$ cat src/rtl/vga_timing_sequencer.sv
// Run/stop raster timing for the bouncing-logo VGA path: pixel-enable divider,
// chained pixel counters, and registered sync/blank/strobe outputs.
module vga_timing_sequencer #(
  parameter int H_VISIBLE = 640,
  parameter int H_FP      = 16,
  parameter int H_SYNC    = 96,
  parameter int H_BP      = 48,
  parameter int V_VISIBLE = 480,
  parameter int V_FP      = 10,
  parameter int V_SYNC    = 2,
  parameter int V_BP      = 33,
  parameter int CLK_DIV   = 2,
  parameter bit SYNC_POL  = 1'b0,
  parameter int CW        = 10
) (
  input  logic          clk,
  input  logic          rst_n,
  input  logic          run,
  output logic          pixel_tick,
  output logic          hsync,
  output logic          vsync,
  output logic          video_on,
  output logic [CW-1:0] pixel_x,
  output logic [CW-1:0] pixel_y,
  output logic          line_start,
  output logic          frame_start,
  output logic          running
);

  localparam int H_TOTAL = H_VISIBLE + H_FP + H_SYNC + H_BP;
  localparam int V_TOTAL = V_VISIBLE + V_FP + V_SYNC + V_BP;
  localparam int DW      = (CLK_DIV > 1) ? $clog2(CLK_DIV) : 1;

  localparam logic [DW-1:0] DIV_MAX  = DW'(CLK_DIV - 1);
  localparam logic [CW-1:0] H_MAX    = CW'(H_TOTAL - 1);
  localparam logic [CW-1:0] V_MAX    = CW'(V_TOTAL - 1);
  localparam logic [CW-1:0] H_VIS    = CW'(H_VISIBLE);
  localparam logic [CW-1:0] V_VIS    = CW'(V_VISIBLE);
  localparam logic [CW-1:0] HS_FIRST = CW'(H_VISIBLE + H_FP);
  localparam logic [CW-1:0] HS_LAST  = CW'(H_VISIBLE + H_FP + H_SYNC - 1);
  localparam logic [CW-1:0] VS_FIRST = CW'(V_VISIBLE + V_FP);
  localparam logic [CW-1:0] VS_LAST  = CW'(V_VISIBLE + V_FP + V_SYNC - 1);

  typedef enum logic [1:0] {
    IDLE     = 2'd0,
    RUN      = 2'd1,
    STOPPING = 2'd2
  } state_t;

  state_t          state_q, state_d;
  logic [DW-1:0]   div_cnt_q, div_cnt_d;
  logic [CW-1:0]   pixel_x_q, pixel_x_d;
  logic [CW-1:0]   pixel_y_q, pixel_y_d;
  logic            pixel_tick_q, pixel_tick_d;
  logic            hsync_q, hsync_d;
  logic            vsync_q, vsync_d;
  logic            video_on_q, video_on_d;
  logic            line_start_q, line_start_d;
  logic            frame_start_q, frame_start_d;
  logic            running_q, running_d;

  logic tick;
  logic frame_end;
  logic new_pos;
  logic active;

  always_comb begin
    state_d   = state_q;
    div_cnt_d = div_cnt_q;
    pixel_x_d = pixel_x_q;
    pixel_y_d = pixel_y_q;
    new_pos   = 1'b0;
    tick      = (state_q != IDLE) && (div_cnt_q == DIV_MAX);
    frame_end = (pixel_x_q == H_MAX) && (pixel_y_q == V_MAX);

    // A pending stop only lands on the last tick of a frame, and a re-raised run wins there.
    case (state_q)
      IDLE:     if (run) state_d = RUN;
      RUN:      if (!run) state_d = STOPPING;
      STOPPING: begin
        if (run)                    state_d = RUN;
        else if (tick && frame_end) state_d = IDLE;
      end
      default:  state_d = IDLE;
    endcase

    if (state_q == IDLE) begin
      div_cnt_d = '0;
      pixel_x_d = '0;
      pixel_y_d = '0;
      new_pos   = (state_d == RUN);
    end else if (state_d == IDLE) begin
      div_cnt_d = '0;
      pixel_x_d = '0;
      pixel_y_d = '0;
    end else begin
      div_cnt_d = tick ? '0 : div_cnt_q + DW'(1);
      if (tick) begin
        new_pos = 1'b1;
        if (pixel_x_q == H_MAX) begin
          pixel_x_d = '0;
          pixel_y_d = (pixel_y_q == V_MAX) ? '0 : pixel_y_q + CW'(1);
        end else begin
          pixel_x_d = pixel_x_q + CW'(1);
        end
      end
    end

    // Decode from the next counts so the registered outputs line up with pixel_x/pixel_y.
    active        = (state_d != IDLE);
    running_d     = active;
    pixel_tick_d  = active && (div_cnt_d == DIV_MAX);
    line_start_d  = new_pos && (pixel_x_d == '0);
    frame_start_d = new_pos && (pixel_x_d == '0) && (pixel_y_d == '0);
    video_on_d    = active && (pixel_x_d < H_VIS) && (pixel_y_d < V_VIS);
    hsync_d       = (active && (pixel_x_d >= HS_FIRST) && (pixel_x_d <= HS_LAST))
                    ? SYNC_POL : ~SYNC_POL;
    vsync_d       = (active && (pixel_y_d >= VS_FIRST) && (pixel_y_d <= VS_LAST))
                    ? SYNC_POL : ~SYNC_POL;
  end

  always_ff @(posedge clk or negedge rst_n) begin
    if (!rst_n) begin
      state_q       <= IDLE;
      div_cnt_q     <= '0;
      pixel_x_q     <= '0;
      pixel_y_q     <= '0;
      pixel_tick_q  <= 1'b0;
      hsync_q       <= ~SYNC_POL;
      vsync_q       <= ~SYNC_POL;
      video_on_q    <= 1'b0;
      line_start_q  <= 1'b0;
      frame_start_q <= 1'b0;
      running_q     <= 1'b0;
    end else begin
      state_q       <= state_d;
      div_cnt_q     <= div_cnt_d;
      pixel_x_q     <= pixel_x_d;
      pixel_y_q     <= pixel_y_d;
      pixel_tick_q  <= pixel_tick_d;
      hsync_q       <= hsync_d;
      vsync_q       <= vsync_d;
      video_on_q    <= video_on_d;
      line_start_q  <= line_start_d;
      frame_start_q <= frame_start_d;
      running_q     <= running_d;
    end
  end

  assign pixel_tick  = pixel_tick_q;
  assign hsync       = hsync_q;
  assign vsync       = vsync_q;
  assign video_on    = video_on_q;
  assign pixel_x     = pixel_x_q;
  assign pixel_y     = pixel_y_q;
  assign line_start  = line_start_q;
  assign frame_start = frame_start_q;
  assign running     = running_q;

endmodule
$ cat config.mk
export PLATFORM = sky130hd
export DESIGN_NAME = vga_timing_sequencer
export DESIGN_NICKNAME = d
export VERILOG_FILES = /design/src/rtl/vga_timing_sequencer.sv
export SDC_FILE = /design/constraint.sdc
export NUM_CORES = 1
export LEC_CHECK = 0
export BUFFER_PORTS_ARGS = -buffer_cell sky130_fd_sc_hd__buf_4
export CELL_PAD_IN_SITES_DETAIL_PLACEMENT = 1
export CELL_PAD_IN_SITES_GLOBAL_PLACEMENT = 2
export CORE_UTILIZATION = 37
export DETAILED_ROUTE_END_ITERATION = 16
export GPL_TIMING_DRIVEN = 0
export PLACE_DENSITY_LB_ADDON = 0.3
export SYNTH_ARGS = -nofsm -noshare
export SYNTH_HDL_FRONTEND = slang
export SYNTH_SLANG_ARGS = --single-unit
$ cat constraint.sdc
create_clock -name clk -period 7.5 [get_ports clk]
set_input_delay 1.5 -clock clk [delete_from_list [all_inputs] [get_ports clk]]
set_output_delay 1.5 -clock clk [all_outputs]
set_load 0.1 [all_outputs]
### Word level (Yosys, flattened, before mapping)

Index checks and enable logic that the tools add are counted.

* bits in registers: 30
* word-level logic and storage cells: 65

* add/sub/neg operators: 3
* $lt $le $gt $ge: 6
* equal/unequal tests: 5
* multiplexer cells: 22
* reductions and logical operators: 18

Operators with widths (number)
* 2-to-1 mux 10 bit: 9
* adder 10 x 1 -> 10 bit (second input constant): 2
* == test 10 bit (second input constant): 2
* logical NOT 10 bit: 2
* logical AND 1 bit: 12
* greater-or-equal comparator 10 bit (second input constant): 1
* greater-or-equal comparator 10 x 9 -> 1 bit (second input constant): 1
* less-or-equal comparator 10 bit (second input constant): 1
* less-or-equal comparator 10 x 9 -> 1 bit (second input constant): 1
* less-than comparator 10 bit (second input constant): 1
* less-than comparator 10 x 9 -> 1 bit (second input constant): 1
* 2-to-1 mux 1 bit: 8
* 2-to-1 mux 2 bit: 4
* one-hot mux 2 bit (3 select lines): 1
* == test 2 x 1 -> 1 bit (second input constant): 2
* logical NOT 2 bit: 2
* nonzero test 2 bit: 2
* == test 2 bit (second input constant): 1
* adder 1 bit (second input constant): 1

### Logic depth before layout (Yosys ltp)

Gate-level depths: netlist of run 1.

* word-level depth: 13
* mapped depth: 8
* gate-level depth less buffers: 8

### Least setup slack after synthesis of run 1

Ideal clock, no wire load.

* path type: flip-flop to flip-flop
* start: register pixel_x_q[0] (netlist: pixel_x[0])
* end: register frame_start_q (netlist: frame_start)
* setup time: 107 ps
* arrival: 3303 ps
* required time: 7393 ps
* slack: 4090 ps
* cell stages (with the launch flop): 8
* path buffers: 0
* path through: dfrtp_1 ha_1 nand3_1 or4_4 o41ai_4 a21oi_2 or4_4 a2111oi_4

* cells in the longest elaborated chain, start to end: 12

RTL lines
* start, declared: line 52 `logic [CW-1:0] pixel_x_q, pixel_x_d;`
* start signal, assigned: line 138 `pixel_x_q <= pixel_x_d;`
* == test 10 bit: line 74, 100
* logical AND 1 bit: line 74 `frame_end = (pixel_x_q == H_MAX) && (pixel_y_q == V_MAX);`
* logical AND 1 bit: line 82 `else if (tick && frame_end) state_d = IDLE;`
* 2-to-1 mux 2 bit: line 82
* 2-to-1 mux 2 bit: line 81 `if (run) state_d = RUN;`
* one-hot mux 2 bit (3 select lines): line 77 `case (state_q)`
* logical NOT 2 bit: line 92 `end else if (state_d == IDLE) begin`
* 2-to-1 mux 10 bit (*): line 92
* 2-to-1 mux 10 bit (*): line 87 `if (state_q == IDLE) begin`
* net pixel_x_d[1]: line 52
* logical NOT 10 bit (*): line 114 `frame_start_d = new_pos && (pixel_x_d == '0) && (pixel_y_d == '0);`
* logical AND 1 bit (*) (2 in series): line 114
* net frame_start_d: line 59 `logic frame_start_q, frame_start_d;`
* end signal, assigned: line 145 `frame_start_q <= frame_start_d;`
* end, declared: line 59

Mark *: on every way through the listed nets, which the timed path passes. The rest lies on a longest branch.

### Worst setup path after layout of run 1

* start: register pixel_x_q[1] (netlist: pixel_x[1])
* end: register video_on_q (netlist: video_on)

RTL lines
* == test 10 bit (*): line 74, 100
* logical AND 1 bit: line 74
* logical AND 1 bit: line 82
* 2-to-1 mux 2 bit: line 82
* 2-to-1 mux 2 bit: line 81
* one-hot mux 2 bit (3 select lines): line 77
* logical NOT 2 bit: line 92
* 2-to-1 mux 10 bit (*): line 92
* 2-to-1 mux 10 bit (*): line 87
* net pixel_y_d[8]: line 53 `logic [CW-1:0] pixel_y_q, pixel_y_d;`
* less-than comparator 10 x 9 -> 1 bit (*): line 115 `video_on_d = active && (pixel_x_d < H_VIS) && (pixel_y_d < V_VIS);`
* logical AND 1 bit (*): line 115
* net video_on_d: line 57 `logic video_on_q, video_on_d;`
* end signal, assigned: line 143 `video_on_q <= video_on_d;`
* end, declared: line 57

Marks and branches as above.

==> results of run 1 <==
## cell usage in the layout, fill, tap and decap left out, types with 3 or more instances in the layout
master and n:
xor2_1 9, nand2_1 14, nand3_1 9, inv_1 6, nor2_1 29, buf_4 29
nor3_1 8, ha_1 3, o31ai_1 3, or3_1 5, clkbuf_1 11, o21ai_0 6
clkbuf_8 6, nand4_1 8, dfrtp_1 28, a31oi_1 3, a21oi_1 12, nand4b_1 3
xnor2_1 8
## critical path, stage by stage (launching register included)
cell	delay (ps)
dfrtp_1	480
ha_1	260
nand3_1	200
or4_4	500
clkbuf_1	270
o21ai_0	750
a21oi_1	150
nor4bb_1	220
nor4b_1	340
## power by group
part | switching, mW | internal [mW] | total (mW)
combinational | 0.0805 | 0.0258 | 0.106
clock | 0.0663 | 0.0737 | 0.140
sequential | 0.00720 | 0.170 | 0.177
total | 0.154 | 0.270 | 0.424
## cell type report
class / count / share of cell area [%]
clock buffer: 6 / 3.59
multi-input combinational: 164 / 46.4
buffer: 14 / 2.66
tap: 67 / 3.64
sequential: 30 / 32.7
clock inverter: 2 / 0.544
timing repair buffer: 29 / 9.46
inverter: 6 / 0.979
## layer usage
metal / part of all wire (%) / up-vias / track usage, %
met1: 51 / 866 / 31.5
met2: 45 / 33 / 33.8
met3: 2.3 / 7 / 2.88
met5: 0 / - / 0
met4: 1.5 / 0 / 8.33
li1: - / 854 / -
## per-stage QoR
step,total power [mW],util (%)
final,0.424,47.5
after CTS,0.427,47.5
after global placement,0.287,45.5
after global routing,0.440,47.5
after detailed placement,0.287,45.5
after floorplan,0.259,-
## kinds of logic (layout without fill, tap and decap cells)
family                     after synthesis  in the layout
DFF                                     30             30
AOI/OAI and AO/OA                       46             46
adders and majority gates                3              3
xor gates and xnor gates                17             17
buffers and inverters                   20             57
muxes                                    2              2
and+or+nand+nor                         96             96
## path summary, 6_finish.rpt
check,to,start,depth (start not counted)
hold / removal,pixel_tick$_DFF_PN0_,div_cnt_q$_DFF_PN0_,1
min in group asynchronous,pixel_y[5]$_DFF_PN0_,rst_n,1
hold reg to reg,pixel_tick$_DFF_PN0_,div_cnt_q$_DFF_PN0_,1
max in group asynchronous,hsync$_DFF_PN1_,rst_n,1
setup / recovery,video_on$_DFF_PN0_,pixel_x[1]$_DFF_PN0_,8
setup reg to reg,video_on$_DFF_PN0_,pixel_x[1]$_DFF_PN0_,8
==> impl_metrics.json, run 1 <==
{
  "final-setup-viol-count": 0,
  "place_ws_ps": 4210,
  "synth_top_family_by_area": "simple AND/OR/NAND/NOR gates",
  "synth_simple_gate_area_share_pct": 26.9,
  "start_util_pct": 39.3,
  "ys_top_cells_by_count": "29 x nor2_1, 28 x dfrtp_1, 14 x nand2_1, 12 x a21oi_1, 11 x clkbuf_1",
  "final_cells": 318,
  "dp_hpwl_um": 3850,
  "grt_util_all_layers_pct": 22.1,
  "grt_pass1_wl_um": 8870,
  "final_area_mm2": 0.00230,
  "die_x_um": 73.7,
  "ir_drop_mv": 0.0833,
  "yosys.area.top_type": "dfrtp_1",
  "numPlacedInstances": 310,
  "port_buffers": 29,
  "cts_resized": 0,
  "cts_tree": "built",
  "max_slew_margin_pct": 39.2,
  "mappedNetlistNets": 220,
  "grt_setup_unrepaired": "false",
  "maxCapViolations": 0,
  "final.period_utilization_pct": 44.0,
  "synth_seq_cells": 30,
  "whs_ps": 557,
  "clk_latency_ps": 290,
  "grt_antenna_before_repair": 0,
  "synth_area_leaders": "dfrtp_1 37%, nor2_1 5.7%, xor2_1 4.1%, xnor2_1 3.7%, a21oi_1 3.2%",
  "start_kind": "flop",
  "ys_seq_area_share_pct": 39.6,
  "synth_fa_ha_area_share_pct": 1.97,
  "rows": 25,
  "drive_above_1_share_pct": 19.9,
  "async_reset_ff_share_pct": 100,
  "antenna_left": 0,
  "worstMarginPinSlew_ps": 903,
  "yosys.cell_types.count": 54,
  "cts_buffers": 5,
  "dr.first_iter.drc_count": 76,
  "hold_class": "flop to flop",
  "grt_pass1_vias": 1751,
  "place_congestion": 0.843,
  "via_per_inst": 5.53,
  "powerDensity_mw_per_mm2": 184,
  "fin_skew_ps": 7.87,
  "wl_per_cell_um": 16.5,
  "cts_sinks": 30,
  "synth-xor-area-share_pct": 7.82,
  "place_area_mm2": 0.00221,
  "cp.arrival_ps": 3470,
  "synth_top_area_share_pct": 36.8,
  "syn-cell-area_mm2": 0.00190,
  "coreArea_mm2": 0.00485,
  "cts-htree-levels": 2,
  "synth.most_common_cell": "nor2_1",
  "end_kind": "flop",
  "cts-root-buf": "clkbuf_8",
  "fillers": 599,
  "cts_setup_buffers": 0,
  "num_antenna_cells": 0,
  "crit_fanout": 10,
  "syn_inst": 214,
  "route.detailed.drc": 0,
  "synthFlopType": "dfrtp_1",
  "drt-total-wl_um": 5250,
  "num_vias": 1760,
  "setup_tns_ps": 0,
  "hold_viol_final": 0,
  "first_pass_iters": 4,
  "crit_type": "flop to flop",
  "maxSlewViolCount": 0,
  "p_leak_nw": 0.953,
  "timing.final.ws_setup_ps": 4200,
  "synth_area_per_cell_um2": 8.90,
  "hold_buffers": 0,
  "grt_max_degree": 31,
  "finalCriticalPeriod_ps": 3300,
  "layout.nets": 256,
  "ioPinCount": 30,
  "grt_overflow": 0,
  "clkTransAtPathRegs_ps": 70,
  "synth_compound_area_share_pct": 18.3,
  "die-area_mm2": 0.00544,
  "clock.fmax_mhz": 303,
  "seqCellArea_um2": 753,
  "cts.path.max_buffers": 2,
  "multiInputGateArea_mm2": 0.00107,
  "status": "finished, final reports clean",
  "regToRegSetupSlack_ps": 4200,
  "die_y_um": 73.7,
  "area_growth_pct": 20.8,
  "yosysWarnings": 0,
  "synth_mux_area_share_pct": 1.05,
  "required_ps": 7680,
  "synth-edff-count": 0
}
(Power assumes the default switching activity.)
==> run 2, diff against run 1 <==
Settings changed: CORE_UTILIZATION 37 to 31.
Clock period 7.5 ns to 2.7 ns, I/O delays scaled along.
==> impl_metrics.json, run 2 (synthesized netlist as in run 1, its figures left out) <==
{
  "status": "finished, final reports clean",
  "cts_tree": "built",
  "coreArea_mm2": 0.00592,
  "finalCriticalPeriod_ps": 2650,
  "whs_ps": 180,
  "die-area_mm2": 0.00646,
  "grt_max_degree": 31,
  "p_leak_nw": 1.01,
  "drt-total-wl_um": 5770,
  "crit_type": "flop to flop",
  "num_antenna_cells": 0,
  "worstReg2RegEnd": "frame_start$_DFF_PN0_",
  "place_congestion": 0.809,
  "start_util_pct": 32.2,
  "cpMostUsedCell": "or4_4",
  "hold_buffers": 0,
  "end_kind": "flop",
  "layout.nets": 258,
  "port_buffers": 29,
  "timing.final.ws_setup_ps": 45.5,
  "dp_hpwl_um": 4050,
  "grt_pass1_wl_um": 9430,
  "cpMaxStageDelayCell": "or4_4",
  "rows": 28,
  "antenna_left": 0,
  "fin_skew_ps": 7.22,
  "max_slew_margin_pct": 68.3,
  "die_y_um": 80.4,
  "fillers": 684,
  "ioPinCount": 30,
  "grt_pass1_vias": 1772,
  "drive_above_1_share_pct": 31.6,
  "cts-htree-levels": 2,
  "hold_class": "primary input to async pin",
  "first_pass_iters": 4,
  "ff2ff_path_depth": 7,
  "crit_end": "frame_start$_DFF_PN0_",
  "start_kind": "flop",
  "route.detailed.drc": 0,
  "final_cells": 328,
  "final-setup-viol-count": 0,
  "numPlacedInstances": 318,
  "ir_drop_mv": 0.375,
  "final_cell_mix": "33 x buf_4, 29 x nor2_1, 16 x dfrtp_1, 13 x nand2_1, 12 x a21oi_1",
  "powerDensity_mw_per_mm2": 513,
  "via_per_inst": 5.34,
  "clk_latency_ps": 290,
  "regToRegSetupSlack_ps": 50,
  "cp-startpoint": "pixel_x[5]$_DFF_PN0_",
  "final.period_utilization_pct": 98.3,
  "maxCapViolations": 0,
  "grt_util_all_layers_pct": 19.6,
  "reg2reg_from": "pixel_x[5]$_DFF_PN0_",
  "busiest_layer": "met2",
  "grt_overflow": 0,
  "cts.path.max_buffers": 2,
  "area_growth_pct": 30.9,
  "grt_antenna_before_repair": 0,
  "layout_commonest_cell": "buf_4",
  "grt_setup_unrepaired": "true",
  "required_ps": 2870,
  "cts_buffers": 5,
  "cp.arrival_ps": 2830,
  "worstMarginPinSlew_ps": 473,
  "die_x_um": 80.4,
  "crit_fanout": 8,
  "cts-root-buf": "clkbuf_8",
  "place_ws_ps": -420,
  "grtUsageMet2_pct": 32.0,
  "crit_family": "simple AND/OR/NAND/NOR gates",
  "maxSlewViolCount": 0,
  "cts_sinks": 30,
  "grtUsageMet3_pct": 3.75,
  "clock.fmax_mhz": 377,
  "num_vias": 1750,
  "crit_cells": 7,
  "path_buf_inv": 1,
  "hold_viol_final": 0,
  "clkTransAtPathRegs_ps": 70,
  "path_cells": "buf_6 > or2_4 > or4_4 > o41ai_4 > a21oi_2 > or4_4 > a2111oi_4",
  "dr.first_iter.drc_count": 33,
  "wl_per_cell_um": 17.6,
  "cpPeakStageDelay_ps": 570,
  "grt_use_met1_pct": 26.2
}
[run 2: worst min-delay path by stage]
stage,start,endpoint,slack [ps],cells past startpoint
4_1_cts,rst_n,pixel_y[4]$_DFF_PN0_,200,1
2_1_floorplan,rst_n,div_cnt_q$_DFF_PN0_,240,0
3_5_place_dp,rst_n,state_q[1]$_DFF_PN0_,510,1
5_1_grt,rst_n,div_cnt_q$_DFF_PN0_,220,1
3_3_place_gp,rst_n,pixel_y[7]$_DFF_PN0_,510,1
6_report,rst_n,pixel_y[6]$_DFF_PN0_,180,1
[run 2: repair_timing]
action                     in CTS  in global routing
setup endpoints to repair       4                  3
buffers inserted                1                  3
resized for setup              15                  8
pin swaps                       2                  3
[run 2: cell type report]
type / count / area, um2 / area share (%)
multi-input combinational: 164 / 1170 / 46.9
sequential: 30 / 778 / 31.2
timing repair buffer: 33 / 248 / 9.94
tap: 75 / 93.8 / 3.77
buffer: 12 / 71.3 / 2.86
clock buffer: 5 / 68.8 / 2.76
clock inverter: 3 / 40.0 / 1.61
inverter: 6 / 22.5 / 0.904
[run 2: worst register-to-register path, cell delays in order, from the launching register on]
cell and delay [ps]:
dfrtp_4 480, buf_6 140, or2_4 250, or4_4 570, o41ai_4 350, a21oi_2 70, or4_4 460, a2111oi_4 220
[run 2: where the power goes]
part / switching (mW) / internal, mW
Sequential: 0.0231 / 0.475
Combinational: 0.235 / 0.0858
Clock: 0.189 / 0.272
[run 2: metal layers]
metal / share of wire [%] / vias to the layer above / wire length, um
met2: 47 / 29 / 2710
met1: 49 / 860 / 2830
met5: 0 / - / 0
met4: 1.1 / 0 / 61
li1: - / 854 / -
met3: 2.9 / 7 / 166
[run 2: metrics by stage]
step	setup TNS, ps	cell area, um2	power, mW	util, %
finish	0	2490	1.28	42.1
global route	-88.0	2490	1.33	42.1
CTS	0	2450	1.28	41.4
detailed placement	-1050	2260	0.805	38.2
global placement	-1010	2260	0.799	38.2
floorplan	-118	1950	0.724	-
